--- config.mk ---
export PLATFORM = sky130hd
export DESIGN_NAME = mem_arb
export DESIGN_NICKNAME = d
export VERILOG_FILES = /design/src/rtl/mem_arb.sv
export SDC_FILE = /design/constraint.sdc
export NUM_CORES = 1
export LEC_CHECK = 0
export BUFFER_PORTS_ARGS = -buffer_cell sky130_fd_sc_hd__clkbuf_2
export CAP_MARGIN = 0
export CORE_AREA = 2 2 121 123
export CTS_BUF_LIST = sky130_fd_sc_hd__clkbuf_2
export CTS_CLUSTER_DIAMETER = 40
export CTS_CLUSTER_SIZE = 12
export DETAILED_ROUTE_END_ITERATION = 6
export DIE_AREA = 0 0 123 125
export PLACE_DENSITY = 0.69
export SETUP_SLACK_MARGIN = 0.4
export SYNTH_ARGS = -nofsm -noshare
export SYNTH_HDL_FRONTEND = slang
export SYNTH_SLANG_ARGS = --single-unit
export TNS_END_PERCENT = 30
--- constraint.sdc ---
create_clock -name clk -period 9.3 [get_ports clk]
set_input_delay 1.395 -clock clk [delete_from_list [all_inputs] [get_ports clk]]
set_output_delay 1.395 -clock clk [all_outputs]
set_load 0.02 [all_outputs]
--- src/rtl/mem_arb.sv ---
// Single-outstanding arbiter merging fetch, load and store traffic onto one memory port.
// Define ARB_RR_EN to alternate fetch/LSU priority on contested grants; otherwise LSU wins.
module mem_arb #(
    parameter int ADDR_W = 32,
    parameter int DATA_W = 32
) (
    input  logic              clk,
    input  logic              rst,
    input  logic [ADDR_W-1:0] imem_addr,
    input  logic              imem_ren,
    input  logic              imem_ready,
    output logic [DATA_W-1:0] imem_rdata,
    output logic              imem_rvalid,
    input  logic [ADDR_W-1:0] dmem_raddr,
    input  logic              dmem_ren,
    input  logic              dmem_rready,
    output logic [DATA_W-1:0] dmem_rdata,
    output logic              dmem_rvalid,
    input  logic [ADDR_W-1:0] dmem_waddr,
    input  logic [DATA_W-1:0] dmem_wdata,
    input  logic [2:0]        dmem_wlen,
    input  logic              dmem_wen,
    input  logic              dmem_wvalid,
    output logic              dmem_wready,
    output logic              mem_req_valid,
    input  logic              mem_req_ready,
    output logic [ADDR_W-1:0] mem_req_addr,
    output logic              mem_req_wen,
    output logic [DATA_W-1:0] mem_req_wdata,
    output logic [2:0]        mem_req_wlen,
    input  logic              mem_resp_valid,
    input  logic [DATA_W-1:0] mem_resp_rdata,
    output logic              mem_resp_ready
);

    typedef enum logic [1:0] {IDLE, REQ, RESP, RET} state_t;
    typedef enum logic [1:0] {OWN_IF, OWN_LD, OWN_ST} owner_t;

    state_t            state, state_nxt;
    owner_t            owner, grant_owner;
    logic [ADDR_W-1:0] addr_q;
    logic              wen_q;
    logic [DATA_W-1:0] wdata_q;
    logic [2:0]        wlen_q;
    logic [DATA_W-1:0] rdata_q;
    logic              st_req, lsu_req, fetch_wins, grant, grant_store;

    assign st_req  = dmem_wen & dmem_wvalid;
    assign lsu_req = st_req | dmem_ren;

`ifdef ARB_RR_EN
    // lsu_turn names who wins the next fetch-vs-LSU contest.
    logic lsu_turn;
    assign fetch_wins = imem_ren & (~lsu_req | ~lsu_turn);
`else
    assign fetch_wins = imem_ren & ~lsu_req;
`endif

    assign grant       = (state == IDLE) & (imem_ren | lsu_req);
    assign grant_owner = fetch_wins ? OWN_IF : (st_req ? OWN_ST : OWN_LD);
    assign grant_store = (grant_owner == OWN_ST);

    // NOTE: next-state defaults to the current state first so no path leaves state_nxt unassigned (no latch).
    always_comb begin
        state_nxt = state;
        case (state)
            IDLE: if (grant)          state_nxt = REQ;
            REQ:  if (mem_req_ready)  state_nxt = RESP;
            RESP: if (mem_resp_valid) state_nxt = RET;
            RET: begin
                case (owner)
                    OWN_IF:  if (imem_ready)  state_nxt = IDLE;
                    OWN_LD:  if (dmem_rready) state_nxt = IDLE;
                    default:                  state_nxt = IDLE;
                endcase
            end
            default: state_nxt = IDLE;
        endcase
    end

    // NOTE: state registers use non-blocking assignments so every flop samples pre-edge values.
    always_ff @(posedge clk or posedge rst) begin
        if (rst) begin
            state   <= IDLE;
            owner   <= OWN_IF;
            addr_q  <= '0;
            wen_q   <= 1'b0;
            wdata_q <= '0;
            wlen_q  <= '0;
            rdata_q <= '0;
        end else begin
            state <= state_nxt;
            if (grant) begin
                owner   <= grant_owner;
                addr_q  <= fetch_wins ? imem_addr : (st_req ? dmem_waddr : dmem_raddr);
                wen_q   <= grant_store;
                wdata_q <= grant_store ? dmem_wdata : '0;
                wlen_q  <= grant_store ? dmem_wlen : 3'd0;
            end
            if (state == RESP && mem_resp_valid) rdata_q <= mem_resp_rdata;
        end
    end

`ifdef ARB_RR_EN
    always_ff @(posedge clk or posedge rst) begin
        if (rst)                              lsu_turn <= 1'b1;
        else if (grant & imem_ren & lsu_req)  lsu_turn <= fetch_wins;
    end
`endif

    // Responses are decoded from state and owner, so a reset can never leave one asserted.
    assign mem_req_valid  = (state == REQ);
    assign mem_req_addr   = addr_q;
    assign mem_req_wen    = wen_q;
    assign mem_req_wdata  = wdata_q;
    assign mem_req_wlen   = wlen_q;
    assign mem_resp_ready = (state == RESP) | (state == IDLE);
    assign imem_rvalid    = (state == RET) & (owner == OWN_IF);
    assign dmem_rvalid    = (state == RET) & (owner == OWN_LD);
    assign dmem_wready    = (state == RET) & (owner == OWN_ST);
    assign imem_rdata     = rdata_q;
    assign dmem_rdata     = rdata_q;

endmodule

==> results of run 1 <==
==> final cells by class <==
cell class              count  area share [%]
clock buffers              10           0.769
clock inverters             6            1.67
inverters                   5           0.327
multi-input cells         356            29.6
flip-flops and latches    103            39.6
well taps                 184            3.54
repair buffers            316            24.6
==> synth_stat cells <==
library cell,instances
nand2_1,170
dfrtp_1,103
nand3_1,35
o21ai_1,33
and3_1,32
buf_4,32
mux2_2,32
o21ai_0,32
clkbuf_1,19
buf_2,9
buf_1,6
ha_1,5
inv_1,5
nor2_1,2
a32o_1,1
and2_1,1
and3b_2,1
mux2_4,1
mux2i_1,1
nand3b_1,1
nor2b_4,1
nor3_1,1
nor3b_1,1
nor4b_1,1
o22ai_2,1
o31a_1,1
o31ai_2,1
or2_2,1
or4_4,1
==> logic make-up after synthesis <==
logic type | after synthesis | share of synthesized area [%]
AND/OR/NAND/NOR | 248 | 22.4
buffers and inverters | 71 | 8.14
adder cells (fa/ha/maj) | 5 | 1.28
AO/OA/AOI/OAI | 69 | 7.55
multiplexers | 34 | 7.88
flip-flops | 103 | 52.7
==> per-stage QoR <==
step | instance area [sq um] | cells | hold WS [ps] | total power [mW] | util [%]
6_report | 6510 | 980 | 500 | 2.25 | 45.8
2_1_floorplan | 4890 | 530 | 502 | 1.66 | -
4_1_cts | 6510 | 980 | 510 | 2.28 | 45.8
3_3_place_gp | 6350 | 964 | 449 | 2.00 | 44.7
3_5_place_dp | 6350 | 964 | 454 | 2.02 | 44.7
5_1_grt | 6510 | 980 | 529 | 2.43 | 45.8
==> registers in the layout (all words and copies together), names as in the netlist <==
name and count:
owner 2, mem_req_wdata 32, mem_req_wlen 3, state 2, dmem_rdata 32, mem_req_addr 32
==> tightest hold or removal path, delay by kind of cell (launching register included) <==
kind          cells  cell delay [ps]
flops             1              400
simple gates      2               90
==> final timing paths <==
kind                                                 endpoint                     startpoint  cells past startpoint
worst max-delay path                           mem_resp_ready           state[0]$_DFFE_PP0P_                      4
worst min-delay path            mem_req_wdata[15]$_DFFE_PP0P_  mem_req_wdata[15]$_DFFE_PP0P_                      2
worst max register to register   mem_req_addr[28]$_DFFE_PP0P_           state[0]$_DFFE_PP0P_                      6
worst min register to register  mem_req_wdata[15]$_DFFE_PP0P_  mem_req_wdata[15]$_DFFE_PP0P_                      2
max in group asynchronous          dmem_rdata[26]$_DFFE_PP0P_                            rst                      3
min in group asynchronous       mem_req_wdata[20]$_DFFE_PP0P_                            rst                      2
==> routing by layer <==
layer	share of wire (%)	wire length, microns	global-route usage [%]	vias up
li1	-	-	-	2242
met1	40	5580	22.7	2028
met2	47	6560	28.0	213
met3	8.9	1230	5.43	28
met4	3.2	442	8.22	0
met5	0	0	0	-
==> power groups by stage <==
stage	Clock (mW)	Sequential, mW	Combinational (mW)
after global routing	0.293	0.844	1.29
after CTS	0.276	0.813	1.20
after global placement	0	0.814	1.19
after floorplan	0	1.07	0.593
after detailed placement	0	0.824	1.20
final	0.264	0.810	1.18
==> metrics, run 1 <==
status=complete, no violations; Pre-antenna DRT Iters=4; CORE AREA=0.0142 sq mm; GPL Wtd Cong=0.843; Post-CTS Setup Repair Bufs=0; Tcrit/Tclk final=34.7%; MaxCap Viol Count=0; vias in the first global route=4195; NetSw=1.06 mW; RSZ-0062 raised after global routing=no; worst slew pin tran=930 ps; skew final=26.9 ps; commonest non-fill, non-tap cell in the layout=clkbuf_2; CTS Buf Count=9; Final Hold Vio Count=0; Pleak=3.68 nW; Setup TNS=0 ps; syn nets=708; crit-path cells=inv_1, ha_1, or2_2, clkbuf_2; Starting DRT DRC Count=219; Routed WL per cell=14.1 microns; final WL=13800 microns; reg2reg setup slack=6770 ps; Mapped Cells=530; Overall Global Routing Usage=17.9%; Hold-fix buffers, CTS=0; # fillers=1419; top-level port count=310; clk buf depth=2; TritonCTS Sinks=103; worst-skew pair later-pin latency=580 ps; Final Max Slew Viols=0; clock root cell=clkbuf_2; Clk pwr share=11.7%; # port buffers=309; Final setup viols=0; Setup crit end kind=output port; highest clock rate=310 MHz; Vias=4511; kind of critical path=flip-flop to output port; Critical Path RT=7910 ps; most area-consuming cells after synthesis=dfrtp_1 53%, nand2_1 13%, mux2_2 7.4%; Rows=44; relative slew slack=38.0%; pre-CTS WS=5710 ps; Multi-input gate area=0.00192 sq mm; synth unique cells=29; initial core utilization=34.4%; Chip Height=125 microns; layout cells sized above 1=46.7%; syn_area_per_cell=9.23 sq um; Synth top area share=52.7%; HPWL Detailed=10400 microns; crit path DAT=1830 ps; global-route wire length before repair=21400 microns; Layout area overhead=33.2%; TritonCTS clock tree=built; Reg area=0.00258 sq mm; H-tree levels=3; PostCTS Resize Cnt=0; Critical Path Max Stage Delay=450 ps; Synth Register Bits=103; most frequent cells in the layout=319 x clkbuf_2, 170 x nand2_1, 103 x dfrtp_1; part of the power in registers=35.9%; setup ws final=6070 ps; CP top delay family=flip-flops; total global routing overflow=0; Crit-path slowest cell=dfrtp_1; drc violations=0; min cycle time layout=3230 ps; CP Launch Type=flip-flop; Int Pwr=1.20 mW; Worst Hold Class=flip-flop to flip-flop; Final #Nets=969; largest net degree at the start of global routing=70; post-synthesis sequential area ratio=52.7%; Buf/Inv on CP=2; antenna violations before repair=0; Die ar.=0.0154 sq mm; sw frac=47.0%; post-synth top area cell=dfrtp_1; Max VDD drop=0.000130 V; Max FO, Critical Path=4; chip width=123 microns; antenna diode count=0; Final ANT Viol Nets=0; combinational share of power=52.3%; Vias/cell=4.60; Clk pin slew, worst setup/hold paths=270 ps; PwrDens=346 mW/mm^2; Synth Warn #=0; post-synthesis cell area=0.00489 sq mm
No activity file was read; power rests on OpenSTA's default activity.
==> run 2, diff against run 1 <==
--- a/config.mk
+++ b/config.mk
@@ -7,13 +7,13 @@
 export LEC_CHECK = 0
 export BUFFER_PORTS_ARGS = -buffer_cell sky130_fd_sc_hd__clkbuf_2
 export CAP_MARGIN = 0
-export CORE_AREA = 2 2 121 123
+export CORE_AREA = 2 2 119 121
 export CTS_BUF_LIST = sky130_fd_sc_hd__clkbuf_2
 export CTS_CLUSTER_DIAMETER = 40
 export CTS_CLUSTER_SIZE = 12
 export DETAILED_ROUTE_END_ITERATION = 6
-export DIE_AREA = 0 0 123 125
-export PLACE_DENSITY = 0.69
+export DIE_AREA = 0 0 121 123
+export PLACE_DENSITY = 0.71
 export SETUP_SLACK_MARGIN = 0.4
 export SYNTH_ARGS = -nofsm -noshare
 export SYNTH_HDL_FRONTEND = slang
==> constraint.sdc (replaced) <==
create_clock -name clk -period 3.4 [get_ports clk]
set_input_delay 0.51 -clock clk [delete_from_list [all_inputs] [get_ports clk]]
set_output_delay 0.51 -clock clk [all_outputs]
set_load 0.02 [all_outputs]
==> metrics, run 2 (synthesis gave the netlist of run 1 again) <==
status=complete, no violations (unchanged); R2R Path Start=state[0]$_DFFE_PP0P_ (unchanged); PwrDens=922 mW/mm^2 (was 346 mW/mm^2); placed cell count=961 (was 964); Final setup viols=0 (unchanged); HPWL Detailed=10400 microns (about the same); crit path DAT=1860 ps (was 1830 ps); initial core utilization=35.9% (was 34.4%); Crit-path slowest cell=dfrtp_1 (unchanged); hold path cells=3 (was 2); Pleak=3.66 nW (was 3.68 nW); Overall Global Routing Usage=18.4% (was 17.9%); Levels on crit path=4 (unchanged); CTS Buf Count=9 (unchanged); Critical Path Max Stage Delay=450 ps (about the same); Worst Hold Class=primary input to flip-flop (was flip-flop to flip-flop); antenna diode count=0 (unchanged); GPL Wtd Cong=0.793 (was 0.843); # port buffers=309 (unchanged); Final Max Slew Viols=0 (unchanged); top-level port count=310 (unchanged); Vias=4518 (was 4511); kind of critical path=flip-flop to output port (unchanged); final WL=13800 microns (about the same); min cycle time layout=2370 ps; most frequent cells in the layout=320 x clkbuf_2, 170 x nand2_1, 103 x dfrtp_1 (was 319 x clkbuf_2, 170 x nand2_1, 103 x dfrtp_1); chip width=121 microns (was 123 microns); critical hold path startpoint=dmem_wdata[14] (was mem_req_wdata[15]$_DFFE_PP0P_); Max FO, Critical Path=5 (was 4); antenna violations before repair=0 (unchanged); MaxCap Viol Count=0 (unchanged); Critical Path RT=2890 ps (was 7910 ps); CP Launch Point=state[0]$_DFFE_PP0P_ (unchanged); total global routing overflow=0 (unchanged); # fillers=1368 (was 1419); layout cells sized above 1=46.9% (was 46.7%); TritonCTS clock tree=built (unchanged); Worst Reg-to-Reg Cells=7 (was 6); Rows=43 (was 44); RSZ-0062 raised after global routing=no (unchanged); Tcrit/Tclk final=69.8%; Final #Nets=971 (was 969); Die ar.=0.0149 sq mm (was 0.0154 sq mm); commonest non-fill, non-tap cell in the layout=clkbuf_2 (unchanged); Setup crit end kind=output port (unchanged); final std cells w/o fill=978 (was 980); Final Hold Vio Count=0 (unchanged); CP Launch Type=flip-flop (unchanged); Vias/cell=4.62 (was 4.60); crit-path cells=inv_1, ha_1, or2_2, clkbuf_2 (unchanged); global-route wire length before repair=21500 microns (was 21400 microns); relative slew slack=45.3% (was 38.0%); drc violations=0 (unchanged); Pre-antenna DRT Iters=4 (unchanged); vias in the first global route=4419 (was 4195); Starting DRT DRC Count=156 (was 219); TritonCTS Sinks=103 (unchanged); Max VDD drop=0.000297 V (was 0.000130 V); H-tree levels=3 (unchanged); worst slew pin tran=819 ps (was 930 ps); PostCTS Resize Cnt=0 (unchanged); Clk pin slew, worst setup/hold paths=280 ps (was 270 ps); Setup TNS=0 ps (unchanged); clk buf depth=2 (unchanged); Chip Height=123 microns (was 125 microns); highest clock rate=422 MHz; largest net degree at the start of global routing=71 (was 70); skew final=29.3 ps (was 26.9 ps); CP top delay family=flip-flops (unchanged); Buf/Inv on CP=2 (unchanged); clock root cell=clkbuf_2 (unchanged); CORE AREA=0.0136 sq mm (was 0.0142 sq mm); Routed WL per cell=14.1 microns (about the same); Layout area overhead=32.4% (was 33.2%); worst-skew pair later-pin latency=550 ps (was 580 ps); Post-CTS Setup Repair Bufs=0 (unchanged); Final ANT Viol Nets=0 (unchanged)
run 2: tightest hold or removal path: stages:
cell	delay [ps]
clkbuf_2	80
nand3_1	50
nand2_1	50
run 2: path summary, 6_finish.rpt:
| path | to | slack, ps |
|---|---|---|
| setup / recovery | mem_resp_ready | 1030 |
| hold / removal | mem_req_wdata[14]$_DFFE_PP0P_ | 140 |
| setup reg to reg | mem_req_addr[5]$_DFFE_PP0P_ | 1300 |
| hold reg to reg | mem_req_wdata[28]$_DFFE_PP0P_ | 510 |
| max in group asynchronous | mem_req_wdata[8]$_DFFE_PP0P_ | 1980 |
| min in group asynchronous | dmem_rdata[13]$_DFFE_PP0P_ | 610 |
run 2: repair_timing:
item                                    4_1_cts  5_1_grt
hold buffers                                  0        1
endpoints found under the setup margin        0        0
endpoints found under the hold margin         0        5
run 2: layer usage:
layer  vias up  global-route usage (%)  wire length [microns]
met3        12                    5.03                   1070
met5         -                       0                      0
met4         0                    5.45                    204
met1      2069                    22.1                   5570
met2       193                    32.2                   6920
li1       2244                       -                      -
run 2: where the power goes:
group          leakage, nW  total (mW)  internal [mW]  switching [mW]
Clock               0.0567       0.532          0.110           0.422
Combinational         2.31        3.23           1.14            2.09
Sequential            1.29        2.21           1.83           0.385
run 2: per-stage QoR:
stage          utilization (%)  setup slack (ps)  total power [mW]  hold WS [ps]  cell area, sq um
6_report                  47.6              1030              5.97           135              6480
3_5_place_dp              46.8              1330              5.53           455              6370
2_1_floorplan                -              1480              4.55           502              4890
3_3_place_gp              46.8              1380              5.45           449              6370
4_1_cts                   47.5               930              6.05        0.0108              6470
5_1_grt                   47.6               836              6.46          18.9              6480
run 2: cell type report:
type / count / area [sq um] / area share [%]
flip-flops and latches: 103 / 2580 / 39.8
multi-input cells: 356 / 1920 / 29.7
repair buffers: 318 / 1630 / 25.2
well taps: 180 / 225 / 3.48
clock buffers: 11 / 55.1 / 0.850
clock inverters: 5 / 42.5 / 0.657
inverters: 5 / 22.5 / 0.348
==> run 3, diff against run 2 <==
==> constraint.sdc (replaced) <==
create_clock -name clk -period 2.2 [get_ports clk]
set_input_delay 0.33 -clock clk [delete_from_list [all_inputs] [get_ports clk]]
set_output_delay 0.33 -clock clk [all_outputs]
set_load 0.02 [all_outputs]
==> metrics, run 3 (synthesis gave the netlist of run 1 again) <==
status=complete, no violations (unchanged); Overall Global Routing Usage=22.8% (was 18.4%); PwrDens=1250 mW/mm^2 (was 922 mW/mm^2); Levels on crit path=5 (was 4); final std cells w/o fill=1129 (was 978); R2R Path End=state[1]$_DFFE_PP0P_ (was mem_req_addr[5]$_DFFE_PP0P_); Setup TNS=0 ps (unchanged); CP top delay family=flip-flops (unchanged); CTS Buf Count=9 (unchanged); MaxCap Viol Count=0 (unchanged); antenna diode count=0 (unchanged); R2R Path Start=state[0]$_DFFE_PP0P_ (unchanged); antenna violations before repair=0 (unchanged); skew final=15.8 ps (was 29.3 ps); TritonCTS clock tree=built (unchanged); Vias=5351 (was 4518); Final #Nets=1124 (was 971); GPL Wtd Cong=0.783 (was 0.793); Rows=43 (unchanged); RSZ-0062 raised after global routing=yes (was no); total global routing overflow=0 (unchanged); Final ANT Viol Nets=0 (unchanged); initial core utilization=35.9% (unchanged); Chip Height=123 microns (unchanged); relative slew slack=62.0% (was 45.3%); Critical Path Max Stage Delay=440 ps (was 450 ps); drc violations=0 (unchanged); crit-path cells=inv_2, ha_4, buf_6, or2_4, buf_8 (was inv_1, ha_1, or2_2, clkbuf_2); chip width=121 microns (unchanged); Tcrit/Tclk final=92.9%; Max FO, Critical Path=2 (was 5); vias in the first global route=5363 (was 4419); TritonCTS Sinks=103 (unchanged); clk buf depth=2 (unchanged); final instance area=0.00820 sq mm (was 0.00648 sq mm); CORE AREA=0.0136 sq mm (unchanged); min cycle time layout=2040 ps; Worst Hold Class=primary input to flip-flop (unchanged); top-level port count=310 (unchanged); Max VDD drop=0.000450 V (was 0.000297 V); global-route wire length before repair=26200 microns (was 21500 microns); largest net degree at the start of global routing=65 (was 71); HPWL Detailed=10500 microns (was 10400 microns); CP Launch Type=flip-flop (unchanged); setup ws final=156 ps (was 1030 ps); reg2reg setup slack=240 ps (was 1300 ps); Pre-antenna DRT Iters=4 (unchanged); Final Max Slew Viols=0 (unchanged); crit path DAT=1710 ps (was 1860 ps); Starting DRT DRC Count=247 (was 156); kind of critical path=flip-flop to output port (unchanged); # port buffers=309 (unchanged); Worst Setup EP=mem_resp_ready (unchanged); worst-skew pair later-pin latency=590 ps (was 550 ps); most frequent cells in the layout=313 x clkbuf_2, 170 x nand2_1, 144 x dlygate4sd3_1 (was 320 x clkbuf_2, 170 x nand2_1, 103 x dfrtp_1); layout cells sized above 1=41.0% (was 46.9%); Die ar.=0.0149 sq mm (unchanged); Final setup viols=0 (unchanged); pre-CTS WS=323 ps (was 1330 ps); Critical Path RT=1870 ps (was 2890 ps); highest clock rate=489 MHz; final total power=10.2 mW (was 5.97 mW); H-tree levels=3 (unchanged); clock root cell=clkbuf_2 (unchanged); placed cell count=965 (was 961); Layout area overhead=67.6% (was 32.4%); Clk pin slew, worst setup/hold paths=250 ps (was 280 ps); Pleak=4.38 nW (was 3.66 nW); final WL=17300 microns (was 13800 microns); Final Hold Vio Count=0 (unchanged); Buf/Inv on CP=3 (was 2); Post-Place Cell Area=0.00644 sq mm (was 0.00637 sq mm); Worst Reg-to-Reg Cells=6 (was 7); Vias/cell=4.74 (was 4.62); commonest non-fill, non-tap cell in the layout=clkbuf_2 (unchanged); Routed WL per cell=15.3 microns (was 14.1 microns); Setup crit end kind=output port (unchanged); worst slew pin tran=569 ps (was 819 ps); Crit-path slowest cell=dfrtp_1 (unchanged); CP Launch Point=state[1]$_DFFE_PP0P_ (was state[0]$_DFFE_PP0P_)
==> run 3: cell count changes in the layout (fill, tap and decap cells not counted), moves of 3 or more <==
| cell | before | now |
|---|---|---|
| buf_12 | 1 | 5 |
| ha_4 | 0 | 4 |
| ha_1 | 5 | 1 |
| clkbuf_2 | 320 | 313 |
| dlygate4sd3_1 | 1 | 144 |
| buf_4 | 7 | 11 |
| buf_6 | 0 | 5 |
| bufinv_16 | 0 | 3 |
==> run 3: cell type report <==
cell class,count,area (sq um)
fill,1100,5420
tap,180,225
sequential,103,2580
clock buffer,9,45.0
multi-input combinational,356,1990
clock inverter,5,106
inverter,5,22.5
timing repair buffer,471,3230
==> run 3: worst min-delay path, cell delays in order <==
cell and delay (ps):
clkbuf_2 80, nand2_1 40, and3_1 140, o21ai_1 60
==> run 3: layer usage <==
metal  vias to the layer above  wire length [microns]  track usage, %
li1                       2553                      -               -
met5                         -                      0               0
met2                       258                   9170            42.2
met3                        45                   1300            5.44
met4                         0                    621            12.0
met1                      2495                   6220            23.9
==> run 3: power by group <==
part / total, mW / leakage, nW / switching (mW) / internal [mW]
logic: 5.66 / 3.00 / 3.45 / 2.22
clock network: 1.12 / 0.0845 / 0.635 / 0.480
registers: 3.45 / 1.29 / 0.628 / 2.83
total: 10.2 / 4.38 / 4.71 / 5.52
==> run 3: repair_timing <==
item / in CTS / in global routing
buffers inserted: 6 / 0
endpoints found under the hold margin: 119 / 0
resized for setup: 15 / 17
setup endpoints to repair: 6 / 60
hold buffers: 144 / 0
pin swaps: 1 / 0
==> run 3: stage by stage <==
step	utilization, %	hold WS, ps
after floorplan	-	463
after global placement	47.3	410
after detailed placement	47.3	409
after CTS	59.8	0.363
after global routing	60.2	22.9
final	60.2	75.9
==> run 3: how the worst min path moves through the flow <==
stage | endpoint | slack [ps] | depth (start not counted) | startpoint
detailed placement | dmem_rdata[13]$_DFFE_PP0P_ | 410 | 2 | rst
finish | mem_req_addr[11]$_DFFE_PP0P_ | 80 | 4 | dmem_waddr[11]
global route | mem_req_addr[20]$_DFFE_PP0P_ | 20 | 4 | dmem_waddr[20]
global placement | dmem_rdata[20]$_DFFE_PP0P_ | 410 | 2 | rst
floorplan | mem_req_wdata[0]$_DFFE_PP0P_ | 460 | 2 | dmem_wdata[0]
CTS | mem_req_addr[12]$_DFFE_PP0P_ | 0.4 | 4 | dmem_waddr[12]
